===== src/rtl/video_sync_decoder.sv =====
// Sync decoder for VIC6569 video: recovers line/frame timing from hsync/vsync,
// locks onto stable timing, streams active-area pixels and a per-frame checksum.
module video_sync_decoder #(
  parameter bit          H_POL       = 1'b1,
  parameter bit          V_POL       = 1'b1,
  parameter int unsigned CW          = 10,
  parameter int unsigned LOCK_FRAMES = 2,
  parameter int unsigned H_ACT_START = 4,
  parameter int unsigned H_ACT_LEN   = 12,
  parameter int unsigned V_ACT_START = 2,
  parameter int unsigned V_ACT_LEN   = 6
) (
  input  logic          clk,
  input  logic          reset,
  input  logic          i_hsync,
  input  logic          i_vsync,
  input  logic [3:0]    i_red,
  input  logic [3:0]    i_green,
  input  logic [3:0]    i_blue,
  output logic [CW-1:0] o_hpos,
  output logic [CW-1:0] o_vpos,
  output logic [CW-1:0] o_line_len,
  output logic [CW-1:0] o_frame_lines,
  output logic          o_locked,
  output logic          o_pixel_valid,
  output logic [11:0]   o_pixel,
  output logic          o_frame_done,
  output logic [15:0]   o_frame_sum,
  output logic [7:0]    o_err_count
);

  typedef enum logic [1:0] {SEARCH, MEASURE, LOCKED} state_t;

  localparam logic [CW:0] H_LO   = (CW+1)'(H_ACT_START);
  localparam logic [CW:0] H_HI   = (CW+1)'(H_ACT_START + H_ACT_LEN);
  localparam logic [CW:0] V_LO   = (CW+1)'(V_ACT_START);
  localparam logic [CW:0] V_HI   = (CW+1)'(V_ACT_START + V_ACT_LEN);
  localparam logic [7:0]  LOCK_N = 8'(LOCK_FRAMES);

  state_t        state_q, state_d;
  logic          hs_q, hs_d, hs_prev_q, hs_prev_d;
  logic          vs_q, vs_d, vs_prev_q, vs_prev_d;
  logic [11:0]   rgb_q, rgb_d;
  logic [CW-1:0] hcnt_q, hcnt_d, vcnt_q, vcnt_d;
  logic [CW-1:0] line_ref_q, line_ref_d, frame_ref_q, frame_ref_d;
  logic          line_ref_vld_q, line_ref_vld_d, frame_bad_q, frame_bad_d;
  logic [7:0]    lock_cnt_q, lock_cnt_d, lock_cnt_nxt;
  logic [11:0]   pix_q, pix_d;
  logic          pix_vld_q, pix_vld_d;
  logic [CW-1:0] hpos_q, hpos_d, vpos_q, vpos_d;
  logic [15:0]   acc_q, acc_d, sum_q, sum_d;
  logic          done_q, done_d;
  logic [7:0]    err_q, err_d;

  logic          hs_edge, vs_edge, hcnt_max, line_bad, frame_mis, h_act, v_act;
  logic [CW-1:0] line_meas, frame_meas;

  always_comb begin
    hs_edge    = hs_q & ~hs_prev_q;
    vs_edge    = vs_q & ~vs_prev_q;
    hcnt_max   = (hcnt_q == '1);
    line_meas  = hcnt_q + 1'b1;
    frame_meas = vcnt_q + 1'b1;
    // A saturated counter is treated like a bad line: the line never ended.
    line_bad   = (hs_edge & line_ref_vld_q & (line_meas != line_ref_q)) | hcnt_max;
    frame_mis  = vs_edge & (frame_meas != frame_ref_q);
    h_act      = ({1'b0, hcnt_q} >= H_LO) && ({1'b0, hcnt_q} < H_HI);
    v_act      = ({1'b0, vcnt_q} >= V_LO) && ({1'b0, vcnt_q} < V_HI);
  end

  always_comb begin
    state_d        = state_q;
    hs_d           = (i_hsync == H_POL);
    vs_d           = (i_vsync == V_POL);
    hs_prev_d      = hs_q;
    vs_prev_d      = vs_q;
    rgb_d          = {i_red, i_green, i_blue};
    line_ref_d     = line_ref_q;
    frame_ref_d    = frame_ref_q;
    line_ref_vld_d = line_ref_vld_q;
    frame_bad_d    = frame_bad_q;
    lock_cnt_d     = lock_cnt_q;
    lock_cnt_nxt   = lock_cnt_q;
    sum_d          = sum_q;
    done_d         = 1'b0;
    err_d          = err_q;
    acc_d          = pix_vld_q ? acc_q + {4'b0, pix_q} : acc_q;

    if (hs_edge)       hcnt_d = '0;
    else if (hcnt_max) hcnt_d = hcnt_q;
    else               hcnt_d = hcnt_q + 1'b1;

    if (vs_edge)      vcnt_d = '0;
    else if (hs_edge) vcnt_d = vcnt_q + 1'b1;
    else              vcnt_d = vcnt_q;

    case (state_q)
      SEARCH: begin
        line_ref_vld_d = 1'b0;
        frame_bad_d    = 1'b0;
        lock_cnt_d     = '0;
        if (vs_edge) state_d = MEASURE;
      end
      MEASURE: begin
        if (line_bad) begin
          lock_cnt_d     = '0;
          line_ref_vld_d = 1'b0;
          frame_bad_d    = 1'b1;
        end else if (hs_edge && !line_ref_vld_q) begin
          line_ref_d     = line_meas;
          line_ref_vld_d = 1'b1;
        end
        if (vs_edge) begin
          frame_bad_d = 1'b0;
          if (!frame_bad_q && !line_bad) begin
            if (lock_cnt_q == '0 || frame_meas == frame_ref_q) lock_cnt_nxt = lock_cnt_q + 1'b1;
            else                                               lock_cnt_nxt = 8'd1;
            lock_cnt_d  = lock_cnt_nxt;
            frame_ref_d = frame_meas;
            if (lock_cnt_nxt >= LOCK_N) begin
              state_d = LOCKED;
              acc_d   = '0;
            end
          end
        end
      end
      LOCKED: begin
        if (line_bad || frame_mis) begin
          state_d = SEARCH;
          err_d   = (err_q == 8'hFF) ? err_q : err_q + 1'b1;
        end else if (vs_edge) begin
          // Any pixel landing on this cycle is in blanking and is dropped.
          sum_d  = acc_q;
          done_d = 1'b1;
          acc_d  = '0;
        end
      end
      default: state_d = SEARCH;
    endcase

    pix_d     = rgb_q;
    pix_vld_d = (state_q == LOCKED) && h_act && v_act;
    hpos_d    = (state_q == LOCKED) ? hcnt_q : '0;
    vpos_d    = (state_q == LOCKED) ? vcnt_q : '0;
  end

  always_ff @(posedge clk) begin
    if (reset) begin
      state_q        <= SEARCH;
      hs_q           <= 1'b0;
      vs_q           <= 1'b0;
      hs_prev_q      <= 1'b0;
      vs_prev_q      <= 1'b0;
      rgb_q          <= '0;
      hcnt_q         <= '0;
      vcnt_q         <= '0;
      line_ref_q     <= '0;
      frame_ref_q    <= '0;
      line_ref_vld_q <= 1'b0;
      frame_bad_q    <= 1'b0;
      lock_cnt_q     <= '0;
      pix_q          <= '0;
      pix_vld_q      <= 1'b0;
      hpos_q         <= '0;
      vpos_q         <= '0;
      acc_q          <= '0;
      sum_q          <= '0;
      done_q         <= 1'b0;
      err_q          <= '0;
    end else begin
      state_q        <= state_d;
      hs_q           <= hs_d;
      vs_q           <= vs_d;
      hs_prev_q      <= hs_prev_d;
      vs_prev_q      <= vs_prev_d;
      rgb_q          <= rgb_d;
      hcnt_q         <= hcnt_d;
      vcnt_q         <= vcnt_d;
      line_ref_q     <= line_ref_d;
      frame_ref_q    <= frame_ref_d;
      line_ref_vld_q <= line_ref_vld_d;
      frame_bad_q    <= frame_bad_d;
      lock_cnt_q     <= lock_cnt_d;
      pix_q          <= pix_d;
      pix_vld_q      <= pix_vld_d;
      hpos_q         <= hpos_d;
      vpos_q         <= vpos_d;
      acc_q          <= acc_d;
      sum_q          <= sum_d;
      done_q         <= done_d;
      err_q          <= err_d;
    end
  end

  assign o_locked      = (state_q == LOCKED);
  assign o_line_len    = o_locked ? line_ref_q  : '0;
  assign o_frame_lines = o_locked ? frame_ref_q : '0;
  assign o_hpos        = hpos_q;
  assign o_vpos        = vpos_q;
  assign o_pixel       = pix_q;
  assign o_pixel_valid = pix_vld_q;
  assign o_frame_done  = done_q;
  assign o_frame_sum   = sum_q;
  assign o_err_count   = err_q;

endmodule


===== config.mk =====
export PLATFORM = sky130hd
export DESIGN_NAME = video_sync_decoder
export DESIGN_NICKNAME = d
export VERILOG_FILES = /design/src/rtl/video_sync_decoder.sv
export SDC_FILE = /design/constraint.sdc
export NUM_CORES = 1
export LEC_CHECK = 0
export BUFFER_PORTS_ARGS = -buffer_cell sky130_fd_sc_hd__buf_2
export CORE_MARGIN = 2
export CORE_UTILIZATION = 35
export DETAILED_ROUTE_END_ITERATION = 8
export PLACE_DENSITY_LB_ADDON = 0.1
export SLEW_MARGIN = 10
export SYNTH_ARGS = -nofsm -noshare
export SYNTH_HDL_FRONTEND = slang
export SYNTH_SLANG_ARGS = --single-unit

===== constraint.sdc =====
create_clock -name clk -period 3.7 [get_ports clk]
set_clock_uncertainty 0.15 [all_clocks]
set_input_delay 0.74 -clock clk [delete_from_list [all_inputs] [get_ports clk]]
set_output_delay 0.74 -clock clk [all_outputs]
set_load 0.02 [all_outputs]

## Word-level counts from Yosys, hierarchy flattened

Cells that the tools add are included.
Widths: inputs -> output; s select.

- Register bits: 142
- Bits of input ports: 16
- Output and inout port bits: 79
- Logic and storage cells: 112

- Bitwise operators: 12
- $lt $le $gt $ge: 5
- Add/subtract/negate cells: 5
- Multiplexer cells: 30
- Equal/unequal tests: 14
- Reduce and logical (&&, ||, !) cells: 25

Operators by type and width:

| cell | number |
|---|---|
| $mux 16 | 6 |
| $mux 8 | 7 |
| $pmux 16 s2 | 1 |
| $add 10x1->10 const B | 2 |
| $mux 10 | 2 |
| $ne 10x10->1 | 2 |
| $add 16x12->16 | 1 |
| $add 8x1->8 const B | 2 |
| $pmux 8 s2 | 1 |
| $reduce_and 3->1 | 4 |
| $eq 10x10->1 | 1 |
| $eq 10x10->1 const B | 1 |
| $ge 10x2->1 const B | 1 |
| $ge 10x3->1 const B | 1 |
| $lt 10x4->1 const B | 1 |
| $lt 10x5->1 const B | 1 |
| $mux 2 | 5 |
| $eq 8x8->1 const B | 1 |
| $ge 8x2->1 const B | 1 |
| $logic_not 8->1 | 1 |
| $ne 2x2->1 const B | 4 |
| $logic_and 1x1->1 | 6 |
| $ne 3x3->1 const B | 2 |
| $not 1->1 | 6 |
| other kinds (16) | 31 |

## Depth between registers and ports, before layout

Gate-level depths: netlist of the first run.

- Word-level depth: 15
- Mapped depth: 12
- Depth with buffers taken out: 10

## Worst setup path after synthesis of the first run

OpenSTA, ideal clock, no wires.

- Path kind: reg-to-reg
- From: register hcnt_q[0]
- To: register acc_q[13]
- Data required time: 3.428 ns
- Library setup time: 0.122 ns
- Path slack: 0.485 ns
- Period minus slack after synthesis: 3.215 ns
- Arrival: 2.943 ns
- Buffers on the path: 1
- Stages on the path, launching flop included: 12
- Cells stage by stage: dfxtp_1 -> inv_1 -> ha_1 -> xor2_1 -> a211oi_1 -> nand4_1 -> a2111o_1 -> o41ai_4 -> nand4_1 -> a221oi_4 -> buf_6 -> a21oi_1

- Word-level cells in the longest chain between the ends: 9
- Elaborated cells on any way between the ends: 12
- Those cells by class: add/sub: 1; eq/ne: 2; mux: 4; bitwise: 2; reduce/logical: 3

Ends and longest elaborated chain:

| what | RTL line | RTL |
|---|---|---|
| start, declared | 44 | `logic [CW-1:0] hcnt_q, hcnt_d, vcnt_q, vcnt_d;` |
| start signal, assigned | 177 | `hcnt_q <= hcnt_d;` |
| $add 10x1->10 (*) | 62 | `line_meas = hcnt_q + 1'b1;` |
| net line_meas[0] | 56 | `logic [CW-1:0] line_meas, frame_meas;` |
| $ne 10x10->1 (*) | 65 | `line_bad = (hs_edge & line_ref_vld_q & (line_meas != line_ref_q)) \| hcnt_max;` |
| $and 1x1->1 (*) | 65 |  |
| $or 1x1->1 (*) | 65 |  |
| $logic_not 1->1 | 115 | `if (!frame_bad_q && !line_bad) begin` |
| $logic_and 1x1->1 | 115 |  |
| $mux 16 | 115 |  |
| $mux 16 | 113 | `if (vs_edge) begin` |
| $pmux 16 s2 (*) | 97 | `case (state_q)` |
| end signal, assigned | 166 | `acc_q <= '0;` |
| end signal, assigned | 188 | `acc_q <= acc_d;` |
| end, declared | 51 | `logic [15:0] acc_q, acc_d, sum_q, sum_d;` |

Mark *: on every way through the listed nets, which the timed path passes. The rest lies on a longest branch.
A chain may end at the register's enable or synchronous reset.

## Final worst setup path of the first run

- From: register hcnt_q[0]
- To: register frame_ref_q[1]

- Word-level cells in the longest chain between the ends: 7
- Elaborated cells on any way between the ends: 8
- Those cells by class: add/sub: 1; eq/ne: 2; bitwise: 2; reduce/logical: 3

Ends and longest elaborated chain:

| what | RTL line | RTL |
|---|---|---|
| $add 10x1->10 | 62 |  |
| net line_meas[0] | 56 |  |
| $ne 10x10->1 | 65 |  |
| $and 1x1->1 | 65 |  |
| $or 1x1->1 | 65 |  |
| $logic_not 1->1 | 115 |  |
| $logic_and 1x1->1 | 115 |  |
| $reduce_and 3->1 (no source line) | -- |  |
| end signal, assigned | 180 | `frame_ref_q <= frame_ref_d;` |
| end, declared | 45 | `logic [CW-1:0] line_ref_q, line_ref_d, frame_ref_q, frame_ref_d;` |

The timed path passes the listed nets, and every way through them passes these cells.

==> results.txt, run 1 <==
- For this block, wires on met1 add up to 8220 um.
* Number of antenna repair diodes: 0
- Last weighted congestion value of the routability-driven placer: 0.815
* Top cells by area, synth: dfxtp_1 41%, mux2i_1 4.8%, nor2_1 4.5%
* Synthesized Nets: 801
* Internal portion of total power: 2910 uW
* Number of buffers on the longest clock path: 2
- After detailed routing, the number of remaining DRC violations is 0.
- Relative contribution of the clock network to total power: 42.6%
- Based on the critical path, the design can be clocked at up to 0.286 GHz.
- The post-route netlist has 17.8% of its cells at a drive strength greater than 1.
- Warning count from the yosys run: 0
- Dividing the detail-routed wire length by the instance count gives 15.1 um.
- Setup-failing EPs final: 0
- The detailed router used layers up to and including met4.
- The number of cells on the worst reg-to-reg path is 13.
- Dominant cell type by area after synthesis: dfxtp_1
* Arr. time, crit path: 3.68 ns
- Hold Crit Class: register to register
* Beginning of the critical path: hcnt_q[0]
- The run finished with clean final reports.
- Leftover overflow at the end of global routing: 0
* Final design utilization: 42.3%
* Setup tns final: 0 ns
* Element type at the critical path start: register
- Starting density of the core: 35.4%
- Worst IR Drop VDD: 361 uV
* Routed Antenna Nets: 0
- Summing all flip-flop and latch instances after layout gives 2840 um2.
- Each instance of the synthesized netlist takes up on average 8.99 um2.
- Met3 WL post-DR: 595 um
- Share of flip-flops with an asynchronous set or reset after synthesis: 0%
- After filler insertion, the fill cell instance count of the layout stands at 1916.
- In this run the cell area of the synthesized design comes to 6850 um2.
- The later pin in the worst-skew pair is clocked with a latency of 0.42 ns.
- In this run, the number of DRC markers left after iteration 0 of detailed routing was 274.
- Power comes to 4060 uW.
- The worst setup path is captured at a register.
- Counting instances, the worst hold path has a depth of 1.
- Counting the buffers created by CTS gives 17.
- Worst-path clk slew: 0.06 ns
* Critical path class: register to register
- Across all layers, the routed design uses 5607 vias.
- Num ports: 95
- The initialized floorplan defines 51 standard-cell rows.
- Horiz. Die Dim: 144 um
- By count the netlist is led by 142 x dfxtp_1, 82 x nor2_1, 47 x and2_1.
* First-pass DRT Iterations: 4
* Number of H-tree levels: 4
* Number of enable-type register cells in the synthesized netlist: 0
* Die Footprint: 20700 um2
- Hold_buf cts: 0
- Leakage Power: 0.00345 uW
* Number of clock sinks: 142
- The worst path uses 94.6% of the clock period.
* Seq pwr share: 41.0%
* Clock tree from TritonCTS: done
- From synthesis to final layout, the design area changed by 19.3%.
- The number of global-route vias before repair is 5434.
* Core Box Area: 19300 um2
- The startpoint identified for the worst hold timing path is pix_d[7].
* Power dissipated by switching net loads: 1150 uW
- By instance count, the leading cell after synthesis is dfxtp_1.
* Vertical extent of the die: 144 um
- Unrepaired setup endpoints after global routing: true
- Power density cells: 497 nW/um2
* Wire length of the first global-routing pass: 27800 um
* Total detailed-routing wirelength: 16900 um
* Total GRT Usage: 17.0%
- Headroom to the max-slew limit: 46.8%
* Most used flip-flop cell after synthesis: dfxtp_1
* Net switching share of the total power: 28.4%
- The max-slew violation total from the final report came to 0.
* Sum of net half-perimeters after detailed placement: 12300 um
- In the final layout, the multi-input gates occupy 3740 um2.
- Final-report hold violation count: 0
- Antenna violations before repair: 0
- Number of register bits inferred by synthesis: 142
* Register area share after synthesis: 41.5%
- Port bufs: 94
- Final hold slack: 0.286 ns
- Largest net degree at the start of global routing: 41
- Nets: 882
- Post-layout min period: 3.50 ns
- Least-Margin Pin Slew: 0.791 ns
* Combinational fraction of design power: 16.4%
- Count of mapped cells out of synthesis: 762
* Data required time of the critical path: 3.88 ns
- Worst R2R Start: hcnt_q[0]
* Root Driver: clkbuf_16
- Max-cap violations in this run came to 0.
- Routed wire length on met2: 7890 um
* Critical path peak fanout: 19
- Vias per std cell: 5.01
* Share of the synthesized area in the top cell type: 41.5%
- The synthesized netlist contains 69 unique library cells.
[layout make-up]
cell class	instances	share of cell area, %
tap	265	4.06
inverter	21	0.964
multi-input combinational	553	45.8
clock buffer	17	5.20
sequential	142	34.8
timing repair buffer	108	7.19
clock inverter	13	2.04
[layer usage]
layer | track usage [%] | vias up
li1 | - | 2848
met3 | 3.83 | 15
met2 | 26.9 | 98
met1 | 22.5 | 2646
met5 | 0 | -
met4 | 6.40 | 0
[flip-flops by register name, indices dropped and copies added (netlist names), 2 cells and up]
signal and count:
frame_ref_q 10, hcnt_q 10, o_frame_sum 16, o_hpos 10
o_pixel 12, o_vpos 10, line_ref_q 10, state_q 2
pix_d 12, acc_q 16, vcnt_q 10, lock_cnt_q 8
o_err_count 8
[final timing paths]
check / end / slack (ns)
worst max-delay path: frame_ref_q[1] / 0.20
worst min-delay path: o_pixel[7] / 0.29
worst max register to register: frame_ref_q[1] / 0.20
worst min register to register: o_pixel[7] / 0.29
[repair_timing]
| item | 4_1_cts | 5_1_grt |
|---|---|---|
| endpoints found under the setup margin | 0 | 26 |
| resized for setup | 0 | 2 |
| buffers inserted | 0 | 0 |
[placed cells by master (no fill, tap or decap), types with 18 or more instances in the layout]
cell / synthesis / layout
dfxtp_1: 142 / 141
buf_2: 13 / 94
nor2_1: 82 / 82
and2_1: 47 / 47
nor2b_1: 37 / 37
a21oi_1: 35 / 35
xnor2_1: 35 / 35
mux2i_1: 33 / 33
nand2_1: 30 / 30
a211oi_1: 26 / 26
nand3_1: 24 / 24
ha_1: 22 / 22
inv_1: 20 / 20
xor2_1: 18 / 18
[per-stage QoR]
step	setup WS, ns	std cells	cell area, um2
6_report	0.201	1119	8180
3_3_place_gp	0.205	1089	7570
4_1_cts	0.0580	1119	8170
2_1_floorplan	0.485	762	6850
3_5_place_dp	0.0601	1089	7570
5_1_grt	-0.00836	1119	8180
[cell families after synthesis]
logic type	Yosys count	share of synthesized area, %
muxes	33	4.82
xor gates and xnor gates	54	7.12
AOI/OAI and AO/OA	147	15.4
DFF	142	41.5
buffers and inverters	67	4.07
adders and majority gates	23	4.31
and+or+nand+nor	296	22.8
[critical path: stages, from the launching register on]
cell and delay (ns):
dfxtp_2 0.40, inv_1 0.07, ha_1 0.34, xor2_1 0.16, a211oi_1 0.25, nand4_1 0.13, a2111o_1 0.41, o41ai_4 0.38
buf_4 0.21, buf_4 0.19, and3_1 0.20, buf_4 0.24, nor2_1 0.07, a211oi_1 0.21
[power by group through the flow]
stage / clock network, uW / logic (uW) / registers, uW
3_3_place_gp: 0 / 656 / 1690
6_report: 1730 / 666 / 1660
3_5_place_dp: 0 / 666 / 1700
4_1_cts: 1770 / 669 / 1660
5_1_grt: 1840 / 740 / 1670
2_1_floorplan: 0 / 479 / 1680
(Power assumes the default switching activity.)
==> run 2, diff against run 1 <==
--- a/config.mk
+++ b/config.mk
@@ -5,10 +5,10 @@
 export SDC_FILE = /design/constraint.sdc
 export NUM_CORES = 1
 export LEC_CHECK = 0
-export BUFFER_PORTS_ARGS = -buffer_cell sky130_fd_sc_hd__buf_2
 export CORE_MARGIN = 2
 export CORE_UTILIZATION = 35
 export DETAILED_ROUTE_END_ITERATION = 8
+export DONT_BUFFER_PORTS = 1
 export PLACE_DENSITY_LB_ADDON = 0.1
 export SLEW_MARGIN = 10
 export SYNTH_ARGS = -nofsm -noshare
==> constraint.sdc (replaced) <==
create_clock -name clk -period 2.8 [get_ports clk]
set_clock_uncertainty 0.15 [all_clocks]
set_input_delay 0.56 -clock clk [delete_from_list [all_inputs] [get_ports clk]]
set_output_delay 0.56 -clock clk [all_outputs]
set_load 0.02 [all_outputs]
==> run 2 against run 1 <==
Net effect:
- power is 38% higher
- sequential power is 33% higher
- core utilization is 3.5 points higher
- clock power is 34% higher
- die area stayed put
- fmax is 16% higher
- highest routed layer unchanged
- first-iteration DRC count is 16% higher
- sequential share of layout area is 2.6 points lower
- the run now ends with negative setup slack left
- sequential cell count stayed put
==> results.txt, run 2 (synthesized netlist as in run 1, its figures left out) <==
* Total GRT Usage: 17.7% (+0.69 points)
* Minimum setup slack in the final design: -0.203 ns (-0.405 ns)
* Vertical extent of the die: 144 um (unchanged)
- Final-report hold violation count: 0 (unchanged)
- Final routed DRC violation total: 0 (unchanged)
- Critical path class: register to register
* Post-Place Setup Slack: -0.425 ns (-0.485 ns)
* Vias in the first global route: 5537 (+1.9%)
- The filler cell count came to 1875 (-2.1%).
- The static power due to leakage is 0.00353 uW (+2.5%).
- Unrepaired setup endpoints after global routing: true
- The I/O pin count was 95 (unchanged).
- Last weighted congestion value of the routability-driven placer: 0.882 (+8.2%)
* Leftover overflow at the end of global routing: 0 (unchanged)
- Sum of net half-perimeters after detailed placement: 12400 um (+0.90%)
- Violations in the final reports: negative setup slack
- The depth of the CTS H-tree is 4 (unchanged).
- Internal portion of total power: 3980 uW (+37%)
- Relative contribution of the clock network to total power: 41.4% (-1.2 points)
- Most common cell after layout, fill and taps aside: dfxtp_1
- Met1 wire length: 8410 um (+2.4%)
- Wire per inst: 16.1 um (+6.4%)
* Achievable Freq: 0.333 GHz (+16%)
- Core Box Area: 19300 um2 (unchanged)
- The min-delay analysis places its worst path in the category input port to register.
- The final setup violation count came to 69 (+69).
- Wire length of the first global-routing pass: 28500 um (+2.4%)
- The share of post-route cells with drive strength above 1 came to 24.0% (+6.2 points).
* Routed Antenna Nets: 0 (unchanged)
- First-pass DRT Iterations: 7 (+3)
- Combinational fraction of design power: 19.5% (+3.1 points)
- Number of clock sinks: 142 (unchanged)
- The total net switching power was 1640 uW (+43%).
* Power density cells: 635 nW/um2 (+28%)
- STA classifies the critical path startpoint as a register.
- In this run the top signal layer used is met4.
- Die Footprint: 20700 um2 (unchanged)
* Final cycle utilization of the critical path: 107% (+13 points)
- In this run the clock root is driven by a clkbuf_16.
- The minimum clock period came to 3.00 ns (-0.495 ns).
- Setup tns final: -6.46 ns (-6.46 ns)
- Commonest non-fill, non-tap cells in the layout: 140 x dfxtp_1, 94 x buf_4, 79 x nor2_1, 45 x and2_1, 37 x nor2b_1
* Worst-path clk slew: 0.06 ns (about the same)
* Worst IR Drop VDD: 441 uV (+22%)
* Starting density of the core: 35.4% (unchanged)
* Critical Path Sink Type: register
- The total wire length was 18100 um (+6.9%).
- Number of pins with negative max-slew slack in the final report: 0 (unchanged)
- Hold_buf cts: 0 (unchanged)
- The number of buffers added on ports is 0 (-100%).
- The area growth from synthesis to layout is 29.2%.
* Final design utilization: 45.8% (+3.5 points)
- The highest net fanout along the worst path is 16 (-3).
- TritonCTS built the clock tree.
- The maximum number of pins on one net before global-route repair came to 92 (+120%).
- Multi-input combinational cell area: 4000 um2 (+7.0%)
- Vias per std cell: 5.09 (+1.6%)
- The normalized max-slew margin came to 56.2% (+9.4 points).
- Net switching share of the total power: 29.3% (+0.88 points)
* Std cell rows: 51 (unchanged)
- The worst endpoint required time was 2.93 ns (-0.95 ns).
- Horiz. Die Dim: 144 um (unchanged)
- Arr. time, crit path: 3.13 ns (-0.55 ns)
- The number of nets in the layout was 885 (+0.34%).
* Total CTS buffers: 17 (unchanged)
* Seq pwr share: 39.2% (-1.8 points)
- Skew-Pair Late Insertion Delay: 0.42 ns (about the same)
- The count of vias placed by the detailed router is 5722 (+2.1%).
* Met3 WL post-DR: 689 um (+16%)
* Least-Margin Pin Slew: 0.656 ns (-0.135 ns)
- Register Area: 2850 um2 (+0.22%)
* Result of the run: complete, but fails checks
- Maximum Capacitance Violations: 0 (unchanged)
* Routed wire length on met2: 8740 um (+11%)
- The initial antenna violation count is 0 (unchanged).
- The number of antenna cells inserted came to 0 (unchanged).
* Starting DRT DRC Count: 318 (+16%)
- Number of buffers on the longest clock path: 2 (unchanged)
run 2: cell count changes in the layout (fill, tap and decap cells not counted), moves of 3 or more:
cell      delta
o21ai_0      -3
a21oi_1      -4
ha_1         -3
nor2_1       -3
a211oi_2    +12
a21oi_2      +3
o21ai_1      +3
buf_6        +7
buf_2       -94
buf_4       +81
a211oi_1    -12
buf_12       +7
and3_1       -4
run 2: path summary, 6_finish.rpt:
| path | from | end | slack (ns) | cells after the start |
|---|---|---|---|---|
| worst max-delay path | hcnt_q[0] | acc_q[2] | -0.20 | 12 |
| worst min-delay path | reset | pix_d[3] | 0.06 | 1 |
| worst max register to register | hcnt_q[0] | acc_q[2] | -0.20 | 12 |
| worst min register to register | pix_d[5] | o_pixel[5] | 0.29 | 1 |
run 2: final cells by class:
type	instances	share of cell area [%]
clock buffer	19	5.12
timing repair buffer	111	11.1
multi-input combinational	553	45.2
clock inverter	13	1.72
inverter	21	0.918
sequential	142	32.2
tap	265	3.74
run 2: repair_timing:
item,CTS,global route
cloned,1,1
pin swaps,18,24
setup endpoints to repair,72,72
resized for setup,38,26
setup buffers,9,6
run 2: worst max-delay path, stage by stage (launching register included):
cell,delay [ns]
dfxtp_4,0.39
inv_4,0.05
ha_4,0.23
xor2_1,0.15
a211oi_2,0.23
nand4_1,0.14
a2111o_1,0.36
o41ai_4,0.24
buf_6,0.18
nand4_1,0.19
a221oi_4,0.32
buf_12,0.19
a211oi_1,0.05
run 2: power groups by stage:
stage               combinational, uW  sequential (uW)  clock [uW]
detailed placement                961             2250           0
CTS                              1040             2200        2390
floorplan                         642             2220           0
finish                           1090             2200        2320
global placement                  946             2240           0
global route                     1190             2220        2500
run 2: stage by stage:
| stage | instances | hold slack (ns) | power (uW) | instance area [um2] |
|---|---|---|---|---|
| 4_1_cts | 1118 | 0.0384 | 5630 | 8700 |
| 2_1_floorplan | 762 | 0.264 | 2860 | 6910 |
| 6_report | 1124 | 0.0571 | 5620 | 8850 |
| 5_1_grt | 1124 | 0.0264 | 5910 | 8850 |
| 3_3_place_gp | 1076 | 0.265 | 3190 | 7830 |
| 3_5_place_dp | 1076 | 0.275 | 3210 | 7830 |
run 2: per-layer routing:
| layer | GRT usage (%) | vias up |
|---|---|---|
| met2 | 29.0 | 125 |
| met1 | 22.9 | 2729 |
| met5 | 0 | - |
| met3 | 4.57 | 20 |
| li1 | - | 2848 |
| met4 | 5.11 | 0 |
